==> config.mk <==
export PLATFORM = sky130hd
export DESIGN_NAME = rs_stream_encoder_flat
export DESIGN_NICKNAME = d
export VERILOG_FILES = /design/src/rtl/rs_stream_encoder_pkg.sv /design/src/rtl/rs_stream_encoder_if.sv /design/src/rtl/rs_stream_encoder_gf_const_mul.sv /design/src/rtl/rs_stream_encoder.sv /design/src/flat_wrapper.sv
export SDC_FILE = /design/constraint.sdc
export NUM_CORES = 1
export LEC_CHECK = 0
export ABC_AREA = 1
export CAP_MARGIN = 10
export CORE_UTILIZATION = 48
export DETAILED_ROUTE_END_ITERATION = 16
export GPL_ROUTABILITY_DRIVEN = 0
export PLACE_DENSITY = 0.74
export REMOVE_ABC_BUFFERS = 1
export SLEW_MARGIN = 40
export SYNTH_ARGS = -nofsm -noshare
export SYNTH_HDL_FRONTEND = slang
export SYNTH_SLANG_ARGS = --single-unit
==> constraint.sdc <==
create_clock -name clk -period 1.3 [get_ports clk]
set_clock_uncertainty 0.1 [all_clocks]
set_input_delay 0.26 -clock clk [delete_from_list [all_inputs] [get_ports clk]]
set_output_delay 0.26 -clock clk [all_outputs]
set_load 0.03 [all_outputs]
==> src/rtl/rs_stream_encoder_pkg.sv <==
// Shared Reed-Solomon helpers: GF(2^m) multiply, generator-polynomial coefficients
// and the encoder state type.
package rs_pkg;

    localparam int SYMBOL_WIDTH = 8;

    typedef logic [SYMBOL_WIDTH-1:0] symbol_t;

    typedef enum logic [0:0] {
        MSG    = 1'b0,
        PARITY = 1'b1
    } state_t;

    function automatic int poly_degree(input logic [31:0] poly);
        int deg;
        deg = 0;
        for (int i = 0; i < 32; i++) begin
            if (poly[i]) deg = i;
        end
        return deg;
    endfunction

    // MSB-first shift-and-add; the product is reduced whenever bit m appears.
    function automatic logic [31:0] gf_mul_f(input logic [31:0] a, input logic [31:0] b,
                                             input logic [31:0] prim);
        logic [31:0] acc;
        int          m;
        m   = poly_degree(prim);
        acc = '0;
        for (int i = 31; i >= 0; i--) begin
            acc = acc << 1;
            if (acc[m]) acc = acc ^ prim;
            if (b[i]) acc = acc ^ a;
        end
        return acc;
    endfunction

    // Builds g(x) = prod (x + alpha^(fcr+i)) one root at a time; g[nk] is the implicit monic term.
    function automatic logic [31:0] gen_poly_coeff(input int idx, input int nk, input int fcr,
                                                   input logic [31:0] prim);
        logic [31:0] g [256];
        logic [31:0] root;
        for (int j = 0; j < 256; j++) g[j] = '0;
        g[0] = 32'd1;
        root = 32'd1;
        for (int k = 0; k < fcr; k++) root = gf_mul_f(root, 32'd2, prim);
        for (int i = 0; i < nk; i++) begin
            for (int j = i + 1; j > 0; j--) g[j] = g[j-1] ^ gf_mul_f(g[j], root, prim);
            g[0] = gf_mul_f(g[0], root, prim);
            root = gf_mul_f(root, 32'd2, prim);
        end
        return g[idx];
    endfunction

endpackage

==> src/rtl/rs_stream_encoder_if.sv <==
// Message-in / codeword-out stream bundle of the RS encoder; master is the
// surrounding framer/serializer side, slave is the encoder.
interface rs_stream_encoder_if #(
    parameter int SYMBOL_WIDTH = 8
);
    logic                    in_valid;
    logic                    in_ready;
    logic [SYMBOL_WIDTH-1:0] in_data;
    logic                    out_valid;
    logic                    out_ready;
    logic [SYMBOL_WIDTH-1:0] out_data;
    logic                    out_sop;
    logic                    out_eop;
    logic                    out_is_parity;

    modport master (
        output in_valid, in_data, out_ready,
        input  in_ready, out_valid, out_data, out_sop, out_eop, out_is_parity
    );

    modport slave (
        input  in_valid, in_data, out_ready,
        output in_ready, out_valid, out_data, out_sop, out_eop, out_is_parity
    );
endinterface

==> src/rtl/rs_stream_encoder_gf_const_mul.sv <==
// Multiplies a symbol by an elaboration-time constant: each input bit selects a
// precomputed column (2^j * COEFF) and the selected columns are XORed together.
module gf_const_mul
    import rs_pkg::*;
#(
    parameter int          SYMBOL_WIDTH = 8,
    parameter logic [31:0] PRIM_POLY    = 32'h11D,
    parameter logic [31:0] COEFF        = 32'd1
) (
    input  logic [SYMBOL_WIDTH-1:0] a_i,
    output logic [SYMBOL_WIDTH-1:0] p_o
);

    logic [SYMBOL_WIDTH-1:0] terms [SYMBOL_WIDTH];

    for (genvar j = 0; j < SYMBOL_WIDTH; j++) begin : g_col
        localparam logic [SYMBOL_WIDTH-1:0] COL =
            SYMBOL_WIDTH'(gf_mul_f(32'd1 << j, COEFF, PRIM_POLY));
        assign terms[j] = a_i[j] ? COL : '0;
    end

    always_comb begin
        p_o = '0;
        for (int j = 0; j < SYMBOL_WIDTH; j++) begin
            p_o = p_o ^ terms[j];
        end
    end

endmodule

==> src/rtl/rs_stream_encoder.sv <==
// Streaming systematic RS encoder: forwards K message symbols, then drains the
// N-K parity symbols left in the LFSR that divides by the generator polynomial.
module rs_stream_encoder
    import rs_pkg::*;
#(
    parameter int          SYMBOL_WIDTH = 8,
    parameter int          N            = 18,
    parameter int          K            = 16,
    parameter logic [31:0] PRIM_POLY    = 32'h11D,
    parameter int          FCR          = 0
) (
    input logic                clk,
    input logic                rst_n,
    rs_stream_encoder_if.slave bus
);

    localparam int NK     = N - K;
    localparam int MSG_CW = (K > 1) ? $clog2(K) : 1;
    localparam int PAR_CW = (NK > 1) ? $clog2(NK) : 1;
    localparam logic [MSG_CW-1:0] MSG_LAST = MSG_CW'(K - 1);
    localparam logic [PAR_CW-1:0] PAR_LAST = PAR_CW'(NK - 1);

    if (K < 1 || K >= N) begin : g_bad_k
        $error("rs_stream_encoder: K must satisfy 1 <= K < N");
    end
    if (N > (1 << SYMBOL_WIDTH) - 1) begin : g_bad_n
        $error("rs_stream_encoder: N exceeds 2^SYMBOL_WIDTH - 1");
    end
    if (poly_degree(PRIM_POLY) != SYMBOL_WIDTH) begin : g_bad_poly
        $error("rs_stream_encoder: PRIM_POLY MSB must sit at bit SYMBOL_WIDTH");
    end

    state_t                  state_q, state_d;
    logic [MSG_CW-1:0]       msgCnt_q, msgCnt_d;
    logic [PAR_CW-1:0]       parCnt_q, parCnt_d;
    logic [SYMBOL_WIDTH-1:0] par_q [NK];
    logic [SYMBOL_WIDTH-1:0] par_d [NK];
    logic [SYMBOL_WIDTH-1:0] prod  [NK];
    logic [SYMBOL_WIDTH-1:0] feedback;
    logic [SYMBOL_WIDTH-1:0] outData_q, outData_d;
    logic                    outValid_q, outValid_d;
    logic                    outSop_q, outSop_d;
    logic                    outEop_q, outEop_d;
    logic                    outPar_q, outPar_d;
    logic                    slotFree;
    logic                    accept;

    assign feedback = bus.in_data ^ par_q[NK-1];

    for (genvar i = 0; i < NK; i++) begin : g_fb_mul
        gf_const_mul #(
            .SYMBOL_WIDTH (SYMBOL_WIDTH),
            .PRIM_POLY    (PRIM_POLY),
            .COEFF        (gen_poly_coeff(i, NK, FCR, PRIM_POLY))
        ) u_mul (
            .a_i (feedback),
            .p_o (prod[i])
        );
    end

    // The output register frees up when empty or when its symbol leaves this cycle.
    assign slotFree = !outValid_q || bus.out_ready;

    always_comb begin
        state_d      = state_q;
        msgCnt_d     = msgCnt_q;
        parCnt_d     = parCnt_q;
        par_d        = par_q;
        outData_d    = outData_q;
        outValid_d   = outValid_q;
        outSop_d     = outSop_q;
        outEop_d     = outEop_q;
        outPar_d     = outPar_q;
        bus.in_ready = 1'b0;
        accept       = 1'b0;

        case (state_q)
            MSG: begin
                bus.in_ready = slotFree && rst_n;
                accept       = bus.in_valid && slotFree && rst_n;
                if (accept) begin
                    outData_d  = bus.in_data;
                    outValid_d = 1'b1;
                    outPar_d   = 1'b0;
                    outEop_d   = 1'b0;
                    outSop_d   = (msgCnt_q == '0);
                    par_d[0]   = prod[0];
                    for (int i = 1; i < NK; i++) begin
                        par_d[i] = par_q[i-1] ^ prod[i];
                    end
                    if (msgCnt_q == MSG_LAST) begin
                        state_d  = PARITY;
                        msgCnt_d = '0;
                    end else begin
                        msgCnt_d = msgCnt_q + 1'b1;
                    end
                end else if (slotFree) begin
                    outValid_d = 1'b0;
                    outSop_d   = 1'b0;
                    outEop_d   = 1'b0;
                    outPar_d   = 1'b0;
                end
            end
            PARITY: begin
                if (slotFree) begin
                    outData_d  = par_q[NK-1];
                    outValid_d = 1'b1;
                    outPar_d   = 1'b1;
                    outSop_d   = 1'b0;
                    outEop_d   = (parCnt_q == PAR_LAST);
                    par_d[0]   = '0;
                    for (int i = 1; i < NK; i++) begin
                        par_d[i] = par_q[i-1];
                    end
                    if (parCnt_q == PAR_LAST) begin
                        state_d  = MSG;
                        parCnt_d = '0;
                    end else begin
                        parCnt_d = parCnt_q + 1'b1;
                    end
                end
            end
            default: state_d = MSG;
        endcase
    end

    always_ff @(posedge clk) begin
        if (!rst_n) begin
            state_q    <= MSG;
            msgCnt_q   <= '0;
            parCnt_q   <= '0;
            for (int i = 0; i < NK; i++) begin
                par_q[i] <= '0;
            end
            outData_q  <= '0;
            outValid_q <= 1'b0;
            outSop_q   <= 1'b0;
            outEop_q   <= 1'b0;
            outPar_q   <= 1'b0;
        end else begin
            state_q    <= state_d;
            msgCnt_q   <= msgCnt_d;
            parCnt_q   <= parCnt_d;
            par_q      <= par_d;
            outData_q  <= outData_d;
            outValid_q <= outValid_d;
            outSop_q   <= outSop_d;
            outEop_q   <= outEop_d;
            outPar_q   <= outPar_d;
        end
    end

    assign bus.out_valid     = outValid_q;
    assign bus.out_data      = outData_q;
    assign bus.out_sop       = outSop_q;
    assign bus.out_eop       = outEop_q;
    assign bus.out_is_parity = outPar_q;

endmodule
==> src/flat_wrapper.sv <==
// flat-port wrapper written by rule: the top's interface ports become plain ports
module rs_stream_encoder_flat import rs_pkg::*;
#(
    parameter int          SYMBOL_WIDTH = 8,
    parameter int          N            = 18,
    parameter int          K            = 16,
    parameter logic [31:0] PRIM_POLY    = 32'h11D,
    parameter int          FCR          = 0
)
  (clk, rst_n, bus_in_valid, bus_in_data, bus_out_ready, bus_in_ready, bus_out_valid, bus_out_data, bus_out_sop, bus_out_eop, bus_out_is_parity);
  rs_stream_encoder_if #(.SYMBOL_WIDTH(SYMBOL_WIDTH)) bus_i ();
  input logic clk;
  input logic rst_n;
  input wire logic [$bits(bus_i.in_valid)-1:0] bus_in_valid;
  input wire logic [$bits(bus_i.in_data)-1:0] bus_in_data;
  input wire logic [$bits(bus_i.out_ready)-1:0] bus_out_ready;
  output wire logic [$bits(bus_i.in_ready)-1:0] bus_in_ready;
  output wire logic [$bits(bus_i.out_valid)-1:0] bus_out_valid;
  output wire logic [$bits(bus_i.out_data)-1:0] bus_out_data;
  output wire logic [$bits(bus_i.out_sop)-1:0] bus_out_sop;
  output wire logic [$bits(bus_i.out_eop)-1:0] bus_out_eop;
  output wire logic [$bits(bus_i.out_is_parity)-1:0] bus_out_is_parity;
  assign bus_i.in_valid = bus_in_valid;
  assign bus_i.in_data = bus_in_data;
  assign bus_i.out_ready = bus_out_ready;
  assign bus_in_ready = bus_i.in_ready;
  assign bus_out_valid = bus_i.out_valid;
  assign bus_out_data = bus_i.out_data;
  assign bus_out_sop = bus_i.out_sop;
  assign bus_out_eop = bus_i.out_eop;
  assign bus_out_is_parity = bus_i.out_is_parity;
  rs_stream_encoder #(.SYMBOL_WIDTH(SYMBOL_WIDTH), .N(N), .K(K), .PRIM_POLY(PRIM_POLY), .FCR(FCR)) u_core (.clk(clk), .rst_n(rst_n), .bus(bus_i));
endmodule
==> results of run 1 <==
[cells by family after synthesis]
logic type / count (synthesis) / share of synthesized area, %
xor gates and xnor gates: 8 / 3.95
DFF: 34 / 38.4
AOI/OAI and AO/OA: 50 / 15.0
and+or+nand+nor: 124 / 29.9
buffers and inverters: 48 / 11.4
adders and majority gates: 2 / 1.41
[final cells by class]
type,count,area share [%]
multi-input cells,184,40.2
flip-flops and latches,34,25.4
repair buffers,68,22.9
inverters,37,5.36
clock buffers,7,2.84
well taps,46,2.14
clock inverters,1,1.12
[Yosys cell counts (all sizes together)]
master | number | share of area (%)
nor2 | 9 | 3.0
nor3 | 2 | 0.56
inv | 37 | 7.8
o21ai | 21 | 5.9
a21oi | 19 | 5.4
buf | 7 | 2.7
xor2 | 2 | 0.99
nand2 | 86 | 18
nand4 | 4 | 1.4
nand3 | 21 | 5.9
o21bai | 1 | 0.42
clkbuf | 4 | 0.85
o21a | 1 | 0.42
and3 | 1 | 0.35
ha | 2 | 1.4
xnor2 | 6 | 3.0
dfxtp | 34 | 38
a31oi | 8 | 2.8
nand3b | 1 | 0.42
[critical path, stage by stage, from the launching register on]
cell and delay [ns]:
dfxtp_2 0.34, inv_2 0.04, nor2_4 0.10, buf_6 0.13
nor2_4 0.05, nor2_4 0.14, inv_4 0.07, buf_12 0.14
o21ai_2 0.11, inv_1 0.05, nand2_1 0.08, inv_1 0.05
[layer usage]
layer,GRT usage [%],vias to the layer above
met2,47.6,57
met5,0,-
li1,-,981
met3,6.02,6
met1,31.1,923
met4,9.59,0
[how the worst min path moves through the flow]
stage	from	endpoint	depth (start not counted)	slack, ns
5_1_grt	bus_in_data[5]	u_core.bus.out_data[5]$_SDFFE_PN0P_	3	0.25
6_report	bus_in_data[5]	u_core.bus.out_data[5]$_SDFFE_PN0P_	3	0.22
2_1_floorplan	rst_n	u_core.bus.out_valid$_SDFFE_PN0P_	1	0.28
4_1_cts	bus_in_data[1]	u_core.bus.out_data[1]$_SDFFE_PN0P_	3	0.32
3_5_place_dp	u_core.bus.out_sop$_SDFF_PN0_	u_core.bus.out_sop$_SDFF_PN0_	2	0.36
3_3_place_gp	u_core.bus.out_is_parity$_SDFFE_PN0P_	u_core.bus.out_is_parity$_SDFFE_PN0P_	2	0.36
[flip-flops by register name (all words and copies together), names as in the netlist]
name and flops:
u_core.bus.out_eop 1, u_core.msgCnt_q 4, u_core.parCnt_q 1, u_core.bus.out_valid 1, u_core.state_q 1, u_core.bus.out_sop 1
u_core.par_q 16, u_core.bus.out_data 8, u_core.bus.out_is_parity 1
[stage by stage]
stage	hold WS, ns	worst slack [ns]	power [W]	instances
finish	0.219	-0.220	0.00286	377
global route	0.247	-0.285	0.00299	377
CTS	0.318	-0.194	0.00278	375
detailed placement	0.358	-0.572	0.00178	361
global placement	0.360	-0.562	0.00177	361
floorplan	0.278	-0.456	0.00150	255
[power breakdown]
part,switching (W),total (W),internal (W)
sequential,0.0000543,0.00116,0.00110
clock,0.000394,0.000968,0.000574
combinational,0.000393,0.000735,0.000343
[what timing repair did]
action,4_1_cts,5_1_grt
pin swaps,4,6
cloned,1,1
setup buffers,5,1
gates resized for setup,32,44
setup endpoints to repair,33,35
==> results.yml, run 1 <==
global_route:
  grt_pass1_wl_mm: 8.22
  grt_max_degree: 20
  antenna_found_initial: 0
  grt_usage_pct: 26.7
  grt_pass1_vias: 1863
  overflow: 0
cts:
  path_clk_slew_ns: 0.07
  root_buffer: "clkbuf_8"
  cts_buffer_depth: 2
  clk-insertion-delay-late_ns: 0.29
  numCtsBuffers: 5
  cts_tree: "built"
  cts_sinks: 34
  hold_buffers: 0
  ctsHtreeMaxLevel: 2
timing:
  rsz0062_at_grt: "true"
  relSlewSlack_pct: 81.5
  finalMaxSlewViolations: 0
  hold_viol: 0
  worstMarginPinSlew_ns: 0.277
  finalCritPeriodShare_pct: 117
  setup_violations: 32
  fin_ws_ns: -0.220
  fmax_mhz: 658
  fin_crit_ns: 1.52
  tns_ns: -3.74
setup_path:
  r2r-start: "u_core.bus.out_valid$_SDFFE_PN0P_"
  critPathKind: "flip-flop to flip-flop"
  r2r_cells: 11
  setup.worst_path.end: "u_core.par_q[6]$_SDFFE_PN0P_"
  setup.worst_path.start: "u_core.bus.out_valid$_SDFFE_PN0P_"
  cp-start-kind: "flip-flop"
  cp_data_arrival_time_ns: 1.61
  cp.required_ns: 1.39
  critical_path_peak_fanout: 10
  r2r_slack_ns: -0.22
  r2r_end: "u_core.par_q[6]$_SDFFE_PN0P_"
  crit_path_end_kind: "flip-flop"
finish:
  num_antenna_cells: 0
  fin_util_pct: 78.0
  multi_input_area_sq_mm: 0.00108
  nFillCells: 245
  mostFrequentLayoutCells: "79 x nand2_1, 43 x buf_4, 33 x dfxtp_1"
  finalInstanceArea_sq_mm: 0.00268
  seq_area_sq_um: 682
  mostFrequentLayoutCell: "nand2_1"
  area_growth_syn_to_layout_pct: 51.3
  drive_gt1_share_pct: 33.5
  nNetsFinal: 344
placed_design:
  hpwl_mm: 2.97
  place_area_sq_mm: 0.00226
  io_buffers: 24
yosys:
  netlist_area_sq_mm: 0.00177
  yosysWarnings: 0
  synth_seq_area_share_pct: 38.4
  synth_cell_types: 26
  syn_inst: 266
  postSynthAreaPerCell_sq_um: 6.67
  ys_ff_latch: 34
floorplan:
  ioPinCount: 25
  chipHeight_microns: 62.8
  start_util_pct: 51.5
  fp.dieW_microns: 62.8
  core_sq_mm: 0.00344
  die-area_sq_mm: 0.00394
  fp-row-count: 21
run:
  cap_violations: 0
route:
  drt-total-wl_mm: 5.21
  wl_per_cell_microns: 13.8
  top_layer: "met4"
  dr.pass1.iters: 4
  dr_wl_met3_microns: 287
  drt-initial-drc-count: 172
  vias_per_cell: 5.22
  vias: 1967
  drc: 0
  wl_met2_mm: 2.73
  drt-met1-wl_mm: 2.12
  ant_nets: 0
pwr:
  vdd_drop_max_v: 0.000764
  p_leak_nw: 1.32
  p_per_area_mw_per_mm2: 1070
outcome:
  failed_checks: "setup timing"
  outcome: "finished, violations left"
min_path:
  hold_path_class: "input pin to flip-flop"
No activity file was read; power rests on OpenSTA's default activity.
==> run 2, diff against run 1 <==
- CORE_UTILIZATION: 48 -> 54
- PLACE_DENSITY: 0.74 -> 0.79
- clock period: 1.3 -> 1.7 ns (I/O delays scaled with it)
==> run 2 against run 1 <==
  * Critical path depth decreased by 6
  * The run now ends clean
  * First-iteration DRC count decreased by 49%
  * Die area decreased by 11%
  * Register-to-register slack improved by 0.49 ns
==> results.yml, run 2 (same netlist as run 1, synthesis figures left out) <==
finish:
  final_cells: 361
  fin_util_pct: 75.1
  nNetsFinal: 331
  num_antenna_cells: 0
  area_growth_syn_to_layout_pct: 30.3
  regMostFlops: "u_core.par_q"
  mostFrequentLayoutCell: "nand2_1"
  drive_gt1_share_pct: 15.1
  nFillCells: 266
  mostFrequentLayoutCells: "83 x nand2_1, 34 x inv_1, 34 x dfxtp_1"
  largest_reg_flops: 16
pwr:
  p_leak_nw: 1.15
  pwr-share-seq_pct: 50.1
  internal-power_w: 0.00121
  vdd_drop_max_v: 0.000443
  pwr-share-comb_pct: 26.4
  p_sw_w: 0.000536
  design_power_total_w: 0.00175
  p_per_area_mw_per_mm2: 756
  pwr-share-clk_pct: 23.5
  p_sw_share_pct: 30.6
route:
  dr_wl_met3_microns: 215
  drt-initial-drc-count: 88
  top_layer: "met4"
  drc: 0
  ant_nets: 0
  wl_per_cell_microns: 10.8
  drt-total-wl_mm: 3.91
  vias_per_cell: 5.06
  dr.pass1.iters: 4
  drt-met1-wl_mm: 1.71
  vias: 1827
  wl_met2_mm: 1.92
setup_path:
  cp.required_ns: 1.26
  cp-start-kind: "flip-flop"
  critPathKind: "flip-flop to output port"
  critical_path_peak_fanout: 6
  crit_path_end_kind: "output port"
  cp_data_arrival_time_ns: 1.20
outcome:
  outcome: "finished clean"
cts:
  hold_buffers: 0
  clk-insertion-delay-late_ns: 0.33
  numCtsBuffers: 5
  ctsHtreeMaxLevel: 2
  cts_tree: "built"
  cts_buffer_depth: 2
  cts_sinks: 34
  path_clk_slew_ns: 0.09
  root_buffer: "clkbuf_4"
timing:
  rsz0062_at_grt: "false"
  hold_viol: 0
  relSlewSlack_pct: 79.0
  finalMaxSlewViolations: 0
  fmax_mhz: 609
  fin_crit_ns: 1.64
  finalCritPeriodShare_pct: 96.6
  setup_violations: 0
  worstMarginPinSlew_ns: 0.316
global_route:
  grt_pass1_vias: 1596
  antenna_found_initial: 0
  overflow: 0
  grt_usage_pct: 24.6
  grt_max_degree: 22
  grt_pass1_wl_mm: 6.45
floorplan:
  chipHeight_microns: 59.3
  fp.dieW_microns: 59.3
  start_util_pct: 57.6
  ioPinCount: 25
  die-area_sq_mm: 0.00352
  fp-row-count: 20
  core_sq_mm: 0.00308
placed_design:
  hpwl_mm: 2.83
  dp_cells: 354
  io_buffers: 24
min_path:
  hold_path_class: "flip-flop to flip-flop"
run:
  cap_violations: 0
run 2: critical path, cell delays in order, from the launching register on:
cell and delay, ns:
dfxtp_1 0.32, inv_1 0.08, nor2_4 0.05, buf_4 0.15
nor3_4 0.12, buf_6 0.15
run 2: area by class of cell:
type                    count  area, sq um  share of cell area [%]
flip-flops and latches     34          681                    29.4
inverters                  37          139                    6.01
clock buffers               7         45.0                    1.95
repair buffers             55          483                    20.9
well taps                  44         55.1                    2.38
multi-input cells         184          910                    39.3
run 2: path summary, 6_finish.rpt:
path                                              start                                     to  slack, ns  cells past startpoint
setup / recovery      u_core.bus.out_valid$_SDFFE_PN0P_                           bus_in_ready       0.06                      5
hold / removal    u_core.bus.out_is_parity$_SDFFE_PN0P_  u_core.bus.out_is_parity$_SDFFE_PN0P_       0.37                      2
setup reg to reg      u_core.bus.out_valid$_SDFFE_PN0P_           u_core.par_q[0]$_SDFFE_PN0P_       0.27                     10
hold reg to reg   u_core.bus.out_is_parity$_SDFFE_PN0P_  u_core.bus.out_is_parity$_SDFFE_PN0P_       0.37                      2
run 2: repair_timing:
item,CTS,global route
resized for setup,15,6
endpoints found under the setup margin,13,4
setup buffers,0,0
cloned,0,0
endpoints found under the hold margin,0,0
run 2: power groups by stage:
stage	sequential (W)	clock (W)	combinational [W]
3_5_place_dp	0.000895	0	0.000465
3_3_place_gp	0.000894	0	0.000457
2_1_floorplan	0.000921	0	0.000229
5_1_grt	0.000883	0.000448	0.000515
6_report	0.000877	0.000411	0.000462
4_1_cts	0.000876	0.000424	0.000457
run 2: per-layer routing:
| layer | up-vias | track usage, % |
|---|---|---|
| met2 | 41 | 43.8 |
| met1 | 830 | 28.5 |
| met3 | 7 | 4.80 |
| li1 | 949 | - |
| met5 | - | 0 |
| met4 | 0 | 10.2 |
run 2: stage by stage:
step	hold WS, ns	setup slack (ns)	area (sq um)	TNS, ns
final	0.369	0.0575	2310	0
after floorplan	0.352	-0.0557	1710	-0.393
after global routing	0.379	0.0143	2310	0
after global placement	0.356	-0.293	2260	-6.32
after CTS	0.371	0.0367	2290	0
after detailed placement	0.359	-0.296	2260	-6.58
==> run 3, diff against run 2 <==
- SLEW_MARGIN: 40 -> default
==> results of run 3 <==
Same layout as run 2: the final DEF is identical, and so are final timing and power.
